==> src/rtl/regfile_wb_arbiter.sv <==
// regfile_wb_arbiter: shares the register file write port between the ALU
// writeback (port A) and the load writeback (port M). Each port has a
// one-entry holding buffer. A round-robin arbiter drains one write per cycle.
// Writes to register 0 are dropped without asserting WriteReg.
// Optional feature macro: WB_SCOREBOARD_EN (adds the per-register busy port).
module regfile_wb_arbiter #(
  parameter int unsigned DW = 16,
  parameter int unsigned AW = 4
) (
  input  logic          clk,
  input  logic          rst,
  input  logic          a_vld,
  output logic          a_rdy,
  input  logic [AW-1:0] a_dst,
  input  logic [DW-1:0] a_data,
  input  logic          m_vld,
  output logic          m_rdy,
  input  logic [AW-1:0] m_dst,
  input  logic [DW-1:0] m_data,
  input  logic          hold,
  output logic          WriteReg,
  output logic [AW-1:0] DstReg,
  output logic [DW-1:0] DstData
`ifdef WB_SCOREBOARD_EN
  ,
  output logic [15:0]   busy
`endif
);

  localparam int unsigned NBUSY = 16;

  typedef enum logic {
    LG_A = 1'b0,
    LG_M = 1'b1
  } grant_t;

  grant_t        last_q;
  grant_t        last_d;

  logic          a_held;
  logic [AW-1:0] a_dst_q;
  logic [DW-1:0] a_data_q;
  logic          m_held;
  logic [AW-1:0] m_dst_q;
  logic [DW-1:0] m_data_q;

  logic          a_elig;
  logic          m_elig;
  logic          grant_a;
  logic          grant_m;
  logic          drain_a;
  logic          drain_m;

  // last-grant state register; A wins the first tie after reset
  always_ff @(posedge clk or negedge rst) begin
    if (!rst) begin
      last_q <= LG_M;
    end else begin
      last_q <= last_d;
    end
  end

  // arbitration, drain control, handshakes and write-port outputs
  always_comb begin
    last_d   = last_q;
    a_elig   = 1'b0;
    m_elig   = 1'b0;
    grant_a  = 1'b0;
    grant_m  = 1'b0;
    drain_a  = 1'b0;
    drain_m  = 1'b0;
    WriteReg = 1'b0;
    DstReg   = '0;
    DstData  = '0;

    if (!hold) begin
      a_elig  = a_held && (a_dst_q != '0);
      m_elig  = m_held && (m_dst_q != '0);
      grant_a = a_elig && (!m_elig || (last_q == LG_M));
      grant_m = m_elig && (!a_elig || (last_q == LG_A));
      // zero-dst entries vanish alongside whatever the other port does
      drain_a = grant_a || (a_held && (a_dst_q == '0));
      drain_m = grant_m || (m_held && (m_dst_q == '0));
    end

    if (grant_a) begin
      last_d   = LG_A;
      WriteReg = 1'b1;
      DstReg   = a_dst_q;
      DstData  = a_data_q;
    end else if (grant_m) begin
      last_d   = LG_M;
      WriteReg = 1'b1;
      DstReg   = m_dst_q;
      DstData  = m_data_q;
    end

    a_rdy = !a_held || drain_a;
    m_rdy = !m_held || drain_m;
  end

  // port A holding buffer: refill takes priority over drain on the same edge
  always_ff @(posedge clk or negedge rst) begin
    if (!rst) begin
      a_held   <= 1'b0;
      a_dst_q  <= '0;
      a_data_q <= '0;
    end else if (a_vld && a_rdy) begin
      a_held   <= 1'b1;
      a_dst_q  <= a_dst;
      a_data_q <= a_data;
    end else if (drain_a) begin
      a_held   <= 1'b0;
    end
  end

  // port M holding buffer: refill takes priority over drain on the same edge
  always_ff @(posedge clk or negedge rst) begin
    if (!rst) begin
      m_held   <= 1'b0;
      m_dst_q  <= '0;
      m_data_q <= '0;
    end else if (m_vld && m_rdy) begin
      m_held   <= 1'b1;
      m_dst_q  <= m_dst;
      m_data_q <= m_data;
    end else if (drain_m) begin
      m_held   <= 1'b0;
    end
  end

`ifdef WB_SCOREBOARD_EN
  // pending-write flags decoded from the held buffers; register 0 never busy
  always_comb begin
    busy = '0;
    for (int unsigned r = 1; r < NBUSY; r++) begin
      if (a_held && (a_dst_q == AW'(r))) busy[r] = 1'b1;
      if (m_held && (m_dst_q == AW'(r))) busy[r] = 1'b1;
    end
  end
`endif

endmodule
==> config.mk <==
export PLATFORM = sky130hd
export DESIGN_NAME = regfile_wb_arbiter
export DESIGN_NICKNAME = d
export VERILOG_FILES = /design/src/rtl/regfile_wb_arbiter.sv
export SDC_FILE = /design/constraint.sdc
export NUM_CORES = 1
export LEC_CHECK = 0
export BUFFER_PORTS_ARGS = -buffer_cell sky130_fd_sc_hd__buf_4
export CORE_ASPECT_RATIO = 0.9
export CORE_MARGIN = 10
export CORE_UTILIZATION = 23
export CTS_CLUSTER_DIAMETER = 30
export CTS_CLUSTER_SIZE = 28
export DETAILED_ROUTE_END_ITERATION = 6
export GPL_TIMING_DRIVEN = 0
export PLACE_DENSITY = 0.46
export SYNTH_ARGS = -nofsm -noshare
export SYNTH_HDL_FRONTEND = slang
export SYNTH_SLANG_ARGS = --single-unit
export TNS_END_PERCENT = 10
==> constraint.sdc <==
create_clock -name clk -period 2.3 [get_ports clk]
set_input_delay 0.46 -clock clk [delete_from_list [all_inputs] [get_ports clk]]
set_output_delay 0.46 -clock clk [all_outputs]
set_load 0.01 [all_outputs]
After elaboration in Yosys (flattened, before gate mapping) --
Cells that the tools add are included.
Word-level totals: register bits after elaboration 43, latch bits 0, bits in writable memories 0, ROM bits 0, bits of input ports 45, output and inout port bits 23, memories kept 0
Cells by class: $add $sub $neg 0, multipliers 0, div/mod/pow operators 0, magnitude comparators 0, equality and inequality tests 0, shift operators 0, multiplexer cells 16, bitwise logic cells 1, reduce and logical (&&, ||, !) cells 25
Operators by type and width (number):
- 16-bit 2-to-1 mux | 2
- 1-bit 2-to-1 mux | 12
- 1-bit logical AND | 8
- 4-bit logical NOT | 2
- 4-bit 2-to-1 mux | 2
- 4-bit nonzero test | 2
- 1-bit logical OR | 6
- 2-bit nonzero test | 3
- 1-bit logical NOT | 4
- 1-bit inverter | 1

Logic depth before layout (Yosys ltp) --
Gate-level depths: netlist of run 1.
depth in word-level cells 10, mapped depth 5, depth with buffers taken out 3

Least setup slack after synthesis of run 1 --
Ideal clock, no wire load.
path type reg2out, from reg m_dst_q[0], to out DstData[0], data arrival time 1668 ps, data required time 1840 ps, slack 172 ps, cell stages (with the launch flop) 5, path buffers 1, cells stage by stage dfrtp_1 > or4_4 > a311oi_2 > buf_6 > a22o_1
Between the ends: cells in the longest elaborated chain, start to end 7, elaborated cells between the ends (all ways) 10, classes of those cells mux: 4; reduce/logical: 6
Ends and longest elaborated chain:
- start: declaration | RTL line 44 | logic [AW-1:0] m_dst_q;
- start signal: assignment | RTL line 125 | m_dst_q <= m_dst;
- 4-bit nonzero test (*) | RTL line 78 | m_elig = m_held && (m_dst_q != '0);
- 1-bit logical AND (*) | RTL line 78
- 1-bit logical NOT | RTL line 79 | grant_a = a_elig && (!m_elig || (last_q == LG_M));
- 1-bit logical OR | RTL line 79
- 1-bit logical AND | RTL line 79
- 1-bit 2-to-1 mux | RTL line 76 | if (!hold) begin
- 16-bit 2-to-1 mux (*) | RTL line 86 | if (grant_a) begin
- end: declaration | RTL line 23 | output logic [DW-1:0] DstData
Every way passes the cells marked *; elsewhere a longest branch is shown, timed or not.

Worst setup path in the final report of run 1 --
from reg a_dst_q[1], to out DstData[9]
Between the ends: cells in the longest elaborated chain, start to end 8, elaborated cells between the ends (all ways) 10, classes of those cells mux: 4; reduce/logical: 6
Ends and longest elaborated chain:
- start: declaration | RTL line 41 | logic [AW-1:0] a_dst_q;
- start signal: assignment | RTL line 110 | a_dst_q <= a_dst;
- 4-bit nonzero test (*) | RTL line 77 | a_elig = a_held && (a_dst_q != '0);
- 1-bit logical AND (*) | RTL line 77
- 1-bit logical NOT | RTL line 80 | grant_m = m_elig && (!a_elig || (last_q == LG_A));
- 1-bit logical OR | RTL line 80
- 1-bit logical AND | RTL line 80
- 1-bit 2-to-1 mux | RTL line 76
- 16-bit 2-to-1 mux | RTL line 91 | end else if (grant_m) begin
- 16-bit 2-to-1 mux (*) | RTL line 86
Marked as above.

==> impl_metrics.tcl, run 1 <==
set metrics [dict create \
    dieWidth_um 129 \
    dp_slack_ns -0.0515 \
    viasPerCell 4.67 \
    slew_headroom 0.563 \
    finalSetupTns_ns -5.51 \
    power.density_nw_per_um2 1260 \
    post-route-period-util 1.13 \
    grt_pass1_wl_um 11900 \
    cts_setup_buffers 0 \
    critPathLaunchType "register" \
    first_iter_violations 140 \
    synth_cells 205 \
    antenna_left 0 \
    cts_buffer_depth 2 \
    grt_pass1_vias 2081 \
    rows 35 \
    yosysSeqAreaShare 0.440 \
    fin_util 0.320 \
    cts_tree "done" \
    worstSkewPairLatency_ns 0.28 \
    routed_wl_um 7640 \
    antenna_found_initial 0 \
    vias 1914 \
    crit_path_frequent_cell "buf_4" \
    yosys_warnings 0 \
    power_uw 4160 \
    worstPathRequired_ns 1.84 \
    drt_pass1_iterations 6 \
    synth-adder-area-share 0 \
    synthArstFlopShare 1.00 \
    failed_checks "setup timing" \
    maxCapViolations 0 \
    numCtsBuffers 5 \
    place_hpwl_um 5670 \
    crit_chain "or4_4 > a311oi_4 > buf_4 > a22o_1 > buf_4" \
    cts-root-buf "clkbuf_16" \
    yosys-top-cells-area "dfrtp_1, mux2_4, a221o_1" \
    hp-class "input port to asynchronous set/reset pin" \
    initial_core_util 0.237 \
    end_kind "output port" \
    synth_edf_count 0 \
    synthMuxAreaShare 0.123 \
    finalWorstSetupSlack_ns -0.299 \
    setup_viol_count_final 22 \
    portBuffers 67 \
    hold_violations 0 \
    whs_ns 0.165 \
    slowest_delay_ns 0.58 \
    timing.fmax_mhz 385 \
    io_pins 68 \
    synth_top_family_by_area "compound AO/OA/AOI/OAI gates" \
    track_usage 0.0997 \
    die_h_um 118 \
    cp_num_cells 5 \
    synth_top_area_frac 0.429 \
    synth_seq_cells 43 \
    wl_per_cell_um 18.6 \
    cp.arrival_ns 2.14 \
    cp_top_family "simple AND/OR/NAND/NOR gates" \
    status "complete, but fails checks" \
    grt_max_degree 44 \
    clkTransAtPathRegs_ns 0.06 \
    avgSynthCellArea_um2 12.0 \
    final_nets 325 \
    dieArea_um2 15200 \
    gp_congestion 0.757 \
    final_common_cell "buf_4" \
    rr_worst_depth 4 \
    layout_common_cells "buf_4, dfrtp_1, o31ai_1, inv_1" \
    cp_slowest_cell "or4_4" \
    synth_cell_types 29 \
    synthXorXnorAreaFrac 0 \
    clock_sinks 43 \
    power_leakage_uw 0.00153 \
    yosys.area.top_type "dfrtp_1" \
    area.growth.synth_to_final_pct 35.0 \
    path_max_fanout 5 \
    grt_remaining_overflow 0 \
    synth_nets 250 \
    rsz0062_at_grt "true" \
    htreeDepth 2 \
    synth_flop_cell "dfrtp_1" \
    path_class "register to output port" \
    ir_drop_uv 322 \
    drive_above_1_share 0.413 \
    antennaDiodeCount 0 \
    fin_crit_ns 2.60 \
    crit_buf_inv 2 \
    tightestPinTransition_ns 0.654 \
    drcViolationCount 0 \
    synthSimpleGateAreaFrac 0.0832 \
    coreArea_um2 10300 \
    finalMaxSlewViolations 0 \
    clock_skew_ns 0.00891 \
    synth-compound-area-share 0.276 \
    syn_area_um2 2450 \
]
-- worst reg2reg max path: stages, from the launching register on --
cell and delay [ns]:
dfrtp_1 0.44, o41ai_4 0.70, o311ai_1 0.20, buf_2 0.23, a221o_1 0.31
-- through the flow --
| step | instance area (um2) | std cells |
|---|---|---|
| final | 3310 | 410 |
| after global routing | 3310 | 410 |
| after CTS | 3280 | 409 |
| after detailed placement | 3110 | 401 |
| after global placement | 3110 | 401 |
| after floorplan | 2450 | 205 |
-- cell type report --
class / count / area [um2]
timing repair buffer: 68 / 512
fill: 1065 / 7030
buffer: 19 / 125
sequential: 43 / 1080
multi-input combinational: 122 / 1210
tap: 129 / 161
clock buffer: 8 / 136
inverter: 21 / 78.8
-- final timing paths --
| kind | start | to | slack (ns) |
|---|---|---|---|
| min in group clk | a_data[6] | a_data_q[6] | 0.41 |
| max | a_dst_q[1] | DstData[9] | -0.30 |
| max reg2reg | a_dst_q[2] | m_dst_q[1] | 0.31 |
| min | rst | m_data_q[13] | 0.17 |
| max in group asynchronous | rst | a_dst_q[0] | 1.70 |
| min reg2reg | m_data_q[8] | m_data_q[8] | 0.52 |
-- repair_timing --
item                       CTS  global route
setup endpoints to repair   22            23
cloned                       0             1
hold buffers                 0             0
pin swaps                   10             4
gates resized for setup      7             8
-- registers in the layout, indices dropped and copies added (netlist names) --
register / cells
a_data_q: 16
m_dst_q: 4
last_q: 1
a_held: 1
a_dst_q: 4
m_data_q: 16
m_held: 1
-- cells in the mapped netlist, types with 2 or more instances --
cell / number
nand2_1: 2
o41ai_4: 2
clkbuf_1: 8
inv_1: 21
a22o_1: 20
a21oi_1: 3
dfrtp_1: 42
buf_6: 4
nand3b_1: 20
o31ai_1: 22
buf_4: 2
a221o_1: 20
mux2_4: 20
buf_2: 4
-- power by group --
| part | total [uW] | switching, uW | internal, uW | leakage [uW] |
|---|---|---|---|---|
| sequential | 1540 | 391 | 1150 | 0.000502 |
| combinational | 1940 | 820 | 1120 | 0.000965 |
| clock | 677 | 273 | 404 | 0.0000652 |
-- metal layers --
| layer | GRT usage | wire [um] |
|---|---|---|
| met2 | 0.160 | 3760 |
| met4 | 0.0391 | 156 |
| met5 | 0 | 0 |
| met1 | 0.126 | 3460 |
| met3 | 0.0216 | 258 |
-- cell families (layout without fill, tap and decap cells) --
group | Yosys count | count (layout)
muxes | 20 | 20
and+or+nand+nor | 28 | 28
AOI/OAI and AO/OA | 74 | 74
buffers and inverters | 40 | 116
DFF | 43 | 43
(Power assumes the default switching activity.)
==> run 2, diff against run 1 <==
--- a/config.mk
+++ b/config.mk
@@ -9,6 +9,7 @@
 export CORE_ASPECT_RATIO = 0.9
 export CORE_MARGIN = 10
 export CORE_UTILIZATION = 23
+export CTS_BUF_LIST = sky130_fd_sc_hd__clkbuf_2 sky130_fd_sc_hd__clkbuf_4 sky130_fd_sc_hd__clkbuf_8
 export CTS_CLUSTER_DIAMETER = 30
 export CTS_CLUSTER_SIZE = 28
 export DETAILED_ROUTE_END_ITERATION = 6
==> impl_metrics.tcl, run 2 (same netlist as run 1, synthesis figures left out) <==
set metrics [dict create \
    cp_top_family "simple AND/OR/NAND/NOR gates" \
    top_regs "a_data_q (16), m_data_q (16)" \
    viasPerCell 4.66 \
    critPathLaunchType "register" \
    grt_pass1_wl_um 11900 \
    grt_remaining_overflow 0 \
    clkTransAtPathRegs_ns 0.08 \
    grt_pass1_vias 2077 \
    clock_sinks 43 \
    end_kind "output port" \
    fin_util 0.316 \
    power_leakage_uw 0.00152 \
    io_pins 68 \
    place_hpwl_um 5670 \
    finalWorstSetupSlack_ns -0.340 \
    rsz0062_at_grt "true" \
    crit_chain "or4_4 > a311oi_4 > buf_6 > a22o_1 > buf_4" \
    post-route-period-util 1.15 \
    initial_core_util 0.237 \
    cts_tree "done" \
    numCtsBuffers 5 \
    fin_cells 411 \
    maxCapViolations 0 \
    routed_wl_um 7620 \
    first_iter_violations 161 \
    cp.arrival_ns 2.18 \
    path_max_fanout 10 \
    drt_pass1_iterations 5 \
    final_common_cell "buf_4" \
    ir_drop_uv 252 \
    antenna_left 0 \
    coreArea_um2 10300 \
    crit_buf_inv 2 \
    timing.fmax_mhz 379 \
    cts_buffer_depth 2 \
    rows 35 \
    failed_checks "setup timing" \
    vias 1914 \
    finalSetupTns_ns -6.14 \
    fin_crit_ns 2.64 \
    slowest_delay_ns 0.57 \
    cts-root-buf "clkbuf_8" \
    path_class "register to output port" \
    dieWidth_um 129 \
    status "complete, but fails checks" \
    drive_above_1_share 0.422 \
    power.density_nw_per_um2 1220 \
    tightestPinTransition_ns 0.635 \
    clock_skew_ns 0.0126 \
    slew_headroom 0.575 \
    die_h_um 118 \
    dieArea_um2 15200 \
    wl_per_cell_um 18.5 \
    portBuffers 67 \
    final_nets 326 \
    worstPathRequired_ns 1.84 \
    finalMaxSlewViolations 0 \
    drcViolationCount 0 \
    cp_slowest_cell "or4_4" \
    grt_max_degree 44 \
    gp_congestion 0.757 \
    worstSkewPairLatency_ns 0.30 \
    area.growth.synth_to_final_pct 33.1 \
    setup_viol_count_final 22 \
    whs_ns 0.144 \
    power_uw 3980 \
    antenna_found_initial 0 \
    layout_common_cells "buf_4, dfrtp_1, o31ai_1, inv_1" \
    dp.cells 401 \
    hp-class "input port to asynchronous set/reset pin" \
    hold_violations 0 \
    track_usage 0.0991 \
    htreeDepth 2 \
    antennaDiodeCount 0 \
]
==> run 2: cell type report <==
type / instances / area [um2]
timing repair buffer: 69 / 515
buffer: 19 / 121
fill: 1067 / 7070
multi-input combinational: 122 / 1210
tap: 129 / 161
sequential: 43 / 1080
clock buffer: 8 / 91.3
inverter: 21 / 78.8
==> run 2: per-stage QoR <==
step / instance area [um2] / worst slack [ns]
after CTS: 3240 / -0.336
final: 3260 / -0.340
after detailed placement: 3110 / -0.0515
after floorplan: 2450 / 0.172
after global routing: 3260 / -0.415
after global placement: 3110 / -0.0493
==> run 2: per-layer routing <==
layer	vias to the layer above	global-route usage	part of all wire	wire length [um]
li1	959	-	-	-
met1	920	0.124	0.45	3450
met2	27	0.164	0.50	3810
met3	8	0.0198	0.032	241
met4	0	0.0327	0.016	119
met5	-	0	0	0
==> run 2: where the power goes <==
group          internal, uW  total (uW)  leakage [uW]  switching (uW)
Clock                   252         503     0.0000498             251
Combinational          1120        1950      0.000968             830
Sequential             1150        1530      0.000503             381
Total                  2520        3980       0.00152            1460
==> run 2: final timing paths <==
path | slack (ns) | cells after the start | end | from
worst max-delay path | -0.34 | 5 | DstReg[3] | m_dst_q[1]
worst min-delay path | 0.14 | 1 | m_data_q[13] | rst
worst max register to register | 0.35 | 4 | m_dst_q[1] | a_dst_q[1]
worst min register to register | 0.52 | 1 | m_data_q[9] | m_data_q[9]
max in group asynchronous | 1.71 | 1 | a_dst_q[1] | rst
min in group clk | 0.40 | 2 | a_data_q[6] | a_data[6]
==> run 2: repair_timing <==
| action | CTS | global route |
|---|---|---|
| gates resized for setup | 6 | 6 |
| setup endpoints to repair | 22 | 23 |
| hold buffers | 0 | 0 |
| endpoints found under the hold margin | 0 | 0 |
| cloned | 0 | 1 |
| setup buffers | 1 | 0 |
| pin swaps | 9 | 8 |
==> run 3, diff against run 2 <==
==> config.mk (replaced) <==
export PLATFORM = sky130hd
export DESIGN_NAME = regfile_wb_arbiter
export DESIGN_NICKNAME = d
export VERILOG_FILES = /design/src/rtl/regfile_wb_arbiter.sv
export SDC_FILE = /design/constraint.sdc
export NUM_CORES = 1
export LEC_CHECK = 0
export CORE_ASPECT_RATIO = 0.9
export CORE_MARGIN = 10
export CORE_UTILIZATION = 23
export CTS_BUF_LIST = sky130_fd_sc_hd__clkbuf_2 sky130_fd_sc_hd__clkbuf_4 sky130_fd_sc_hd__clkbuf_8
export CTS_CLUSTER_DIAMETER = 30
export DETAILED_ROUTE_END_ITERATION = 6
export DONT_BUFFER_PORTS = 1
export GPL_TIMING_DRIVEN = 0
export PLACE_DENSITY = 0.4
export SYNTH_ARGS = -nofsm -noshare
export SYNTH_HDL_FRONTEND = slang
export SYNTH_SLANG_ARGS = --single-unit
export TNS_END_PERCENT = 10
==> impl_metrics.tcl, run 3 (same netlist as run 1, synthesis figures left out) <==
set metrics [dict create \
    drt_pass1_iterations 4 \
    slew_headroom 0.616 \
    grt_pass1_wl_um 12100 \
    antenna_found_initial 0 \
    end_kind "output port" \
    worstSkewPairLatency_ns 0.30 \
    first_iter_violations 119 \
    vias 1806 \
    io_pins 68 \
    dieWidth_um 129 \
    critPathLaunchType "register" \
    crit_chain "or4_4 > a311oi_4 > buf_6 > buf_6 > a22o_4" \
    whs_ns 0.270 \
    power_uw 4190 \
    crit_path_frequent_cell "buf_6" \
    power.density_nw_per_um2 1350 \
    finalSetupTns_ns -4.61 \
    nFillCells 1048 \
    finalWorstSetupSlack_ns -0.245 \
    slowest_delay_ns 0.57 \
    grt_max_degree 44 \
    setup_viol_count_final 22 \
    drcViolationCount 0 \
    initial_core_util 0.237 \
    final_common_cell "dfrtp_1" \
    routed_wl_um 7860 \
    final_nets 277 \
    dieArea_um2 15200 \
    finalInstanceArea_um2 3100 \
    cts_buffer_depth 2 \
    cp.arrival_ns 2.08 \
    clock_skew_ns 0.00976 \
    layout_common_cells "dfrtp_1, o31ai_1, inv_1" \
    grt_remaining_overflow 0 \
    timing.fmax_mhz 393 \
    gp_congestion 0.733 \
    maxCapViolations 0 \
    rsz0062_at_grt "true" \
    cts_tree "done" \
    rows 35 \
    top_regs "a_data_q (16), m_data_q (16)" \
    die_h_um 118 \
    path_class "register to output port" \
    fin_crit_ns 2.54 \
    drive_above_1_share 0.391 \
    dpl_cell_area_um2 2610 \
    post-route-period-util 1.11 \
    power_leakage_uw 0.00139 \
    wl_per_cell_um 21.7 \
    tightestPinTransition_ns 0.575 \
    hold_violations 0 \
    area.growth.synth_to_final_pct 26.6 \
    status "complete, but fails checks" \
    hp-class "input port to register" \
    antenna_left 0 \
    grt_pass1_vias 1877 \
    portBuffers 0 \
    coreArea_um2 10300 \
    track_usage 0.104 \
    dp_slack_ns -0.0205 \
    path_max_fanout 5 \
    finalMaxSlewViolations 0 \
    place_hpwl_um 5530 \
    ir_drop_uv 278 \
    worstPathRequired_ns 1.84 \
    antennaDiodeCount 0 \
    cts-root-buf "clkbuf_8" \
    numCtsBuffers 5 \
    htreeDepth 2 \
    cp_slowest_cell "or4_4" \
    failed_checks "setup timing" \
    viasPerCell 4.99 \
    clock_sinks 43 \
    clkTransAtPathRegs_ns 0.09 \
]
==> run 3: routing by layer <==
| metal | track usage | share of wire | vias up |
|---|---|---|---|
| met3 | 0.0320 | 0.064 | 6 |
| met1 | 0.131 | 0.44 | 887 |
| met2 | 0.162 | 0.48 | 53 |
| met5 | 0 | 0 | - |
| li1 | - | - | 860 |
| met4 | 0.0369 | 0.014 | 0 |
==> run 3: layout make-up <==
cell class / count / area [um2] / area share
multi-input combinational: 122 / 1380 / 0.446
sequential: 43 / 1080 / 0.349
timing repair buffer: 20 / 180 / 0.0581
tap: 129 / 161 / 0.0520
buffer: 19 / 126 / 0.0407
clock buffer: 7 / 83.8 / 0.0270
inverter: 21 / 78.8 / 0.0254
clock inverter: 1 / 5.00 / 0.00161
==> run 3: stage by stage <==
stage	std cells	utilization
after floorplan	205	-
after global placement	334	0.253
after detailed placement	334	0.253
after CTS	361	0.298
after global routing	362	0.300
final	362	0.300
==> run 3: worst max-delay path, delay by kind of cell (launching register included) <==
kind,cells,cell delay (ns)
buffers and inverters,2,0.30
DFF,1,0.41
AOI/OAI and AO/OA,2,0.50
and+or+nand+nor,1,0.57
==> run 3: timing repair <==
item / CTS / global route
setup buffers: 15 / 0
hold buffers: 1 / 1
endpoints found under the setup margin: 22 / 23
endpoints found under the hold margin: 43 / 9
resized for setup: 36 / 3
cloned: 3 / 0
pin swaps: 21 / 2
==> run 3: worst paths after layout <==
kind	end	startpoint	slack [ns]	depth (start not counted)
setup / recovery	DstData[1]	m_dst_q[2]	-0.24	5
hold / removal	a_held	a_vld	0.27	1
setup reg to reg	m_data_q[5]	m_dst_q[2]	0.21	8
hold reg to reg	a_data_q[2]	a_data_q[2]	0.55	1
max in group asynchronous	last_q	rst	1.38	2
min in group asynchronous	m_data_q[14]	rst	0.63	2
==> run 3: where the power goes <==
group,internal (uW),switching [uW]
combinational,1210,918
sequential,1150,398
clock,238,277
